==> src/rtl/mem_arbiter.sv <==
// Purpose : shares one memory port between instruction fetch and data load/store.
// Latency : accept edge T, mem_en in T+1..T+MEM_LATENCY, resp_valid pulse in T+MEM_LATENCY+1.
// Backpressure: ready only in IDLE/RESP, at most one ready; losers hold valid until granted.
//
// Ports: clk/reset (sync, active-high); ireq_*/iresp_* fetch side; dreq_*/dresp_* data side;
//        mem_en/mem_we/mem_addr/mem_wdata/mem_rdata to the external memory.
// MEM_LATENCY: memory cycles per access, legal range 1..15.
// Optional feature: define MEM_ARB_RR_EN for round-robin arbitration when both requesters
// are valid; without it data always beats fetch and there is no round-robin state.
module mem_arbiter #(
  parameter int MEM_LATENCY = 2
) (
  input  logic        clk,
  input  logic        reset,
  input  logic        ireq_valid,
  input  logic [31:0] ireq_addr,
  output logic        ireq_ready,
  output logic        iresp_valid,
  output logic [31:0] iresp_data,
  input  logic        dreq_valid,
  input  logic [31:0] dreq_addr,
  input  logic [31:0] dreq_wdata,
  input  logic        dreq_we,
  output logic        dreq_ready,
  output logic        dresp_valid,
  output logic [31:0] dresp_data,
  output logic        mem_en,
  output logic        mem_we,
  output logic [31:0] mem_addr,
  output logic [31:0] mem_wdata,
  input  logic [31:0] mem_rdata
);

  typedef enum logic [1:0] {
    IDLE = 2'd0,
    BUSY = 2'd1,
    RESP = 2'd2
  } state_t;

  localparam logic [3:0] CNT_LOAD = 4'(MEM_LATENCY - 1);

  state_t      state;
  logic [3:0]  cnt;
  logic        own_data;   // 1 = current access belongs to the data side
  logic        lat_we;     // current access is a store
  logic        iresp_vld_q;
  logic        dresp_vld_q;
  logic        arb_open;
  logic        pick_data;
  logic        grant_i;
  logic        grant_d;

`ifdef MEM_ARB_RR_EN
  logic        last_data;  // most recent grant went to data; reset value favours data
`endif

  // Arbitration window: IDLE and RESP only, and never while reset is being applied.
  assign arb_open = ((state == IDLE) || (state == RESP)) && !reset;

`ifdef MEM_ARB_RR_EN
  // Contended: take data unless it won last time. Uncontended: whoever asks.
  assign pick_data = dreq_valid && (!ireq_valid || !last_data);
`else
  assign pick_data = dreq_valid;
`endif

  assign grant_d    = arb_open && pick_data;
  assign grant_i    = arb_open && ireq_valid && !pick_data;
  assign dreq_ready = grant_d;
  assign ireq_ready = grant_i;

  // Responses are masked while reset is asserted so an abandoned access never pulses.
  assign iresp_valid = iresp_vld_q && !reset;
  assign dresp_valid = dresp_vld_q && !reset;

  always_ff @(posedge clk) begin
    if (reset) begin
      state       <= IDLE;
      cnt         <= '0;
      own_data    <= 1'b0;
      lat_we      <= 1'b0;
      mem_en      <= 1'b0;
      mem_we      <= 1'b0;
      mem_addr    <= '0;
      mem_wdata   <= '0;
      iresp_vld_q <= 1'b0;
      dresp_vld_q <= 1'b0;
      iresp_data  <= '0;
      dresp_data  <= '0;
`ifdef MEM_ARB_RR_EN
      last_data   <= 1'b0;
`endif
    end else begin
      // Pulses and the write strobe default low; they are raised for one cycle below.
      iresp_vld_q <= 1'b0;
      dresp_vld_q <= 1'b0;
      mem_we      <= 1'b0;

      case (state)
        IDLE, RESP: begin
          if (grant_d || grant_i) begin
            own_data  <= grant_d;
            lat_we    <= grant_d && dreq_we;
            mem_addr  <= grant_d ? dreq_addr : ireq_addr;
            mem_wdata <= grant_d ? dreq_wdata : '0;
            // Strobe only in the first BUSY cycle so a store is written exactly once.
            mem_we    <= grant_d && dreq_we;
            mem_en    <= 1'b1;
            cnt       <= CNT_LOAD;
            state     <= BUSY;
`ifdef MEM_ARB_RR_EN
            last_data <= grant_d;
`endif
          end else begin
            state <= IDLE;
          end
        end

        BUSY: begin
          if (cnt == 4'd0) begin
            // Last memory cycle: mem_rdata is valid now.
            mem_en <= 1'b0;
            state  <= RESP;
            if (own_data) begin
              dresp_vld_q <= 1'b1;
              dresp_data  <= lat_we ? 32'd0 : mem_rdata;
            end else begin
              iresp_vld_q <= 1'b1;
              iresp_data  <= mem_rdata;
            end
          end else begin
            cnt <= cnt - 4'd1;
          end
        end

        default: begin
          state  <= IDLE;
          mem_en <= 1'b0;
        end
      endcase
    end
  end

endmodule

==> config.mk <==
export PLATFORM = sky130hd
export DESIGN_NAME = mem_arbiter
export DESIGN_NICKNAME = d
export VERILOG_FILES = /design/src/rtl/mem_arbiter.sv
export SDC_FILE = /design/constraint.sdc
export NUM_CORES = 1
export LEC_CHECK = 0
export CAP_MARGIN = 20
export CORE_ASPECT_RATIO = 1.2
export CORE_UTILIZATION = 45
export DETAILED_ROUTE_END_ITERATION = 8
export HOLD_SLACK_MARGIN = 0.02
export PLACE_DENSITY_LB_ADDON = 0.05
export RECOVER_POWER = 100
export SLEW_MARGIN = 40
export SYNTH_ARGS = -nofsm -noshare
export SYNTH_HDL_FRONTEND = slang
export SYNTH_SLANG_ARGS = --single-unit
==> constraint.sdc <==
create_clock -name clk -period 2.85 [get_ports clk]
set_input_delay 0.855 -clock clk [delete_from_list [all_inputs] [get_ports clk]]
set_output_delay 0.855 -clock clk [all_outputs]
set_load 0.02 [all_outputs]
==> results.ini <==
[floorplanning]
die_h_um=127
coreArea_sq_um=12600
num_rows=45
start_util_pct=46.2
num_io_pins=267
fp.dieW_um=106
dieArea_sq_um=13400

[cts]
cts_sinks=140
clock-root-buffer=clkbuf_16
cts_max_level=4
cts_resized=1
cts_max_path_buffers=2
post_cts_buffers=0
cts_tree=done
clk_pin_slew_ns=0.06
cts_buffers=17
clk_latency_ns=0.41
postCtsHoldBufs=0

[grt]
grt_pass1_wl_mm=28.0
use_met1_pct=29.5
use_met2_pct=46.1
antenna_found_initial=0
grt_usage_pct=26.3
grt.busiest_layer=met2
grt_max_degree=83
first_global_vias=5508
overflow=0
use_met3_pct=9.20

[logic_synthesis]
seq_area_frac_synth_pct=48.1
ys_warn_count=0
synth_ff_type=dfxtp_1
syn_area_per_cell_sq_um=10.2
synth.distinct_cells=41
ys_seq_elements=140
synth_edf_count=0
synth_area_sq_um=5820
synth-async-reset-ratio_pct=0
synth_nets=708
synthCells=573

[pwr]
p_per_area_nw_per_um2=617
p_sw_share_pct=25.3
clockPowerShare_pct=43.6
internal_power_mw=4.22
p_leak_nw=3.70
power_mw=5.65
switching_power_mw=1.43
sequentialPowerShare_pct=38.2
ir_drop_v=0.000434
combPwrFrac_pct=18.2

[hold_path]
holdCritPathClass=flop to flop

[placed_design]
gp_congestion=0.781
hpwl_mm=11.9
io_buffer_count=266

[drt]
drtIter0Drc=242
vias=5389
routedWlPerCell_um=17.6
antenna_left=0
drt_wl_total_mm=17.4
firstDrtPassIters=4
drc=0
via_per_inst=5.45

[critical_path]
cp-start-kind=input pin
cp.required_ns=2.00
criticalPathCategory=input pin to primary output
path_max_fanout=9
crit_path_end_kind=primary output
worst_ep_arrival_time_ns=1.94
r2r_slack_ns=0.37

[sta]
worst_pin_slew_ns=0.993
finalMaxSlewViolations=0
rsz0062_at_grt=no
post-route-period-util_pct=98.2
hold_viol_final=0
slew_headroom_pct=33.8
fmax_ghz=0.357
setup_viol=0
skew_ns=0.0132
min_period_ns=2.80

[run_status]
status=finished, final reports clean

[layout]
nets=948
diodes=0
syn2layout_area_growth_pct=57.4
fin_util_pct=72.7
drive_above_1_share_pct=9.33

[job]
cap_violations=0

==> worst max-delay path: stages <==
cell and delay (ns):
buf_2 0.13, clkbuf_4 0.18, nor2b_1 0.11, dlygate4sd3_1 0.67
==> power groups by stage <==
stage / sequential [mW] / combinational (mW) / clock, mW
2_1_floorplan: 2.34 / 0.424 / 0
3_3_place_gp: 2.20 / 1.06 / 0
3_5_place_dp: 2.20 / 1.08 / 0
4_1_cts: 2.16 / 1.08 / 2.50
5_1_grt: 2.17 / 1.10 / 2.59
6_report: 2.16 / 1.03 / 2.46
==> flip-flops by register name, indices dropped and copies added (netlist names) <==
signal / flops
dresp_data: 32
state: 2
own_data: 1
iresp_data: 32
iresp_vld_q: 1
mem_we: 1
mem_en: 1
dresp_vld_q: 1
mem_wdata: 32
cnt: 4
lat_we: 1
mem_addr: 32
==> through the flow <==
stage	cell area, sq um	setup slack (ns)	TNS (ns)	hold WS [ns]	std cells
2_1_floorplan	5820	0.0394	0	0.466	573
3_3_place_gp	8530	-0.203	-0.203	0.441	958
3_5_place_dp	8530	-0.207	-0.207	0.446	958
4_1_cts	9200	0.0563	0	0.458	989
5_1_grt	9170	0.0161	0	0.468	989
6_report	9170	0.0500	0	0.453	989
==> final timing paths <==
check / from / end / cells past startpoint
setup / recovery: reset / dresp_valid / 4
hold / removal: iresp_data[7]$_SDFFE_PP0P_ / iresp_data[7]$_SDFFE_PP0P_ / 2
setup reg to reg: state[0]$_SDFFE_PP0P_ / mem_addr[10]$_SDFFE_PP0P_ / 5
hold reg to reg: iresp_data[7]$_SDFFE_PP0P_ / iresp_data[7]$_SDFFE_PP0P_ / 2
==> placed cells by master, fill, tap and decap left out, drive strengths merged, types with 3 or more instances in the layout <==
cell type	n
nor2b	3
buf	13
dlygate4sd3	131
nand2	65
o211ai	31
a21oi	36
a22o	32
o21ai	37
dfxtp	140
clkdlybuf4s50	132
nand2b	4
nor3	4
clkbuf	28
clkinv	5
nand4b	32
inv	5
o31ai	31
bufinv	5
mux2i	63
==> Yosys cell counts, drive strengths merged, types with 2 or more instances <==
library cell | count | share of area [%]
dfxtp | 140 | 48
nand2 | 65 | 4.2
mux2i | 63 | 11
o21ai | 37 | 3.2
a21oi | 36 | 3.1
buf | 33 | 3.9
a22o | 32 | 4.8
nand4b | 32 | 4.8
o211ai | 31 | 4.0
o31ai | 31 | 5.7
clkbuf | 30 | 1.9
inv | 5 | 0.32
nand2b | 4 | 0.43
nor3 | 4 | 0.54
nor2b | 3 | 0.32
a21boi | 2 | 0.26
a21o | 2 | 0.26
and2 | 2 | 0.21
ha | 2 | 0.43
nor2 | 2 | 0.13
nor3b | 2 | 0.34
o211a | 2 | 0.34
o221ai | 2 | 0.30
or3 | 2 | 0.21
or4 | 2 | 0.26
==> final cells by class <==
| class | instances | area [sq um] |
|---|---|---|
| Fill cell | 957 | 3450 |
| Sequential cell | 140 | 2800 |
| Timing Repair Buffer | 284 | 2800 |
| Multi-Input combinational cell | 365 | 2670 |
| Clock buffer | 21 | 480 |
| Tap cell | 164 | 205 |
| Clock inverter | 10 | 186 |
| Inverter | 5 | 18.8 |
==> logic make-up after synthesis <==
| logic type | count (synthesis) | share of synthesized area (%) |
|---|---|---|
| compound gates | 176 | 22.1 |
| fa+ha+maj | 2 | 0.430 |
| buf+inv | 68 | 6.19 |
| flops | 140 | 48.1 |
| mux | 63 | 10.8 |
| simple gates | 124 | 12.4 |
==> metal layers <==
layer  part of all wire (%)  vias to the layer above
li1                       -                     2589
met1                     39                     2566
met2                     51                      211
met3                    8.0                       23
met4                    1.7                        0
met5                      0                        -
No activity file was read; power rests on OpenSTA's default activity.
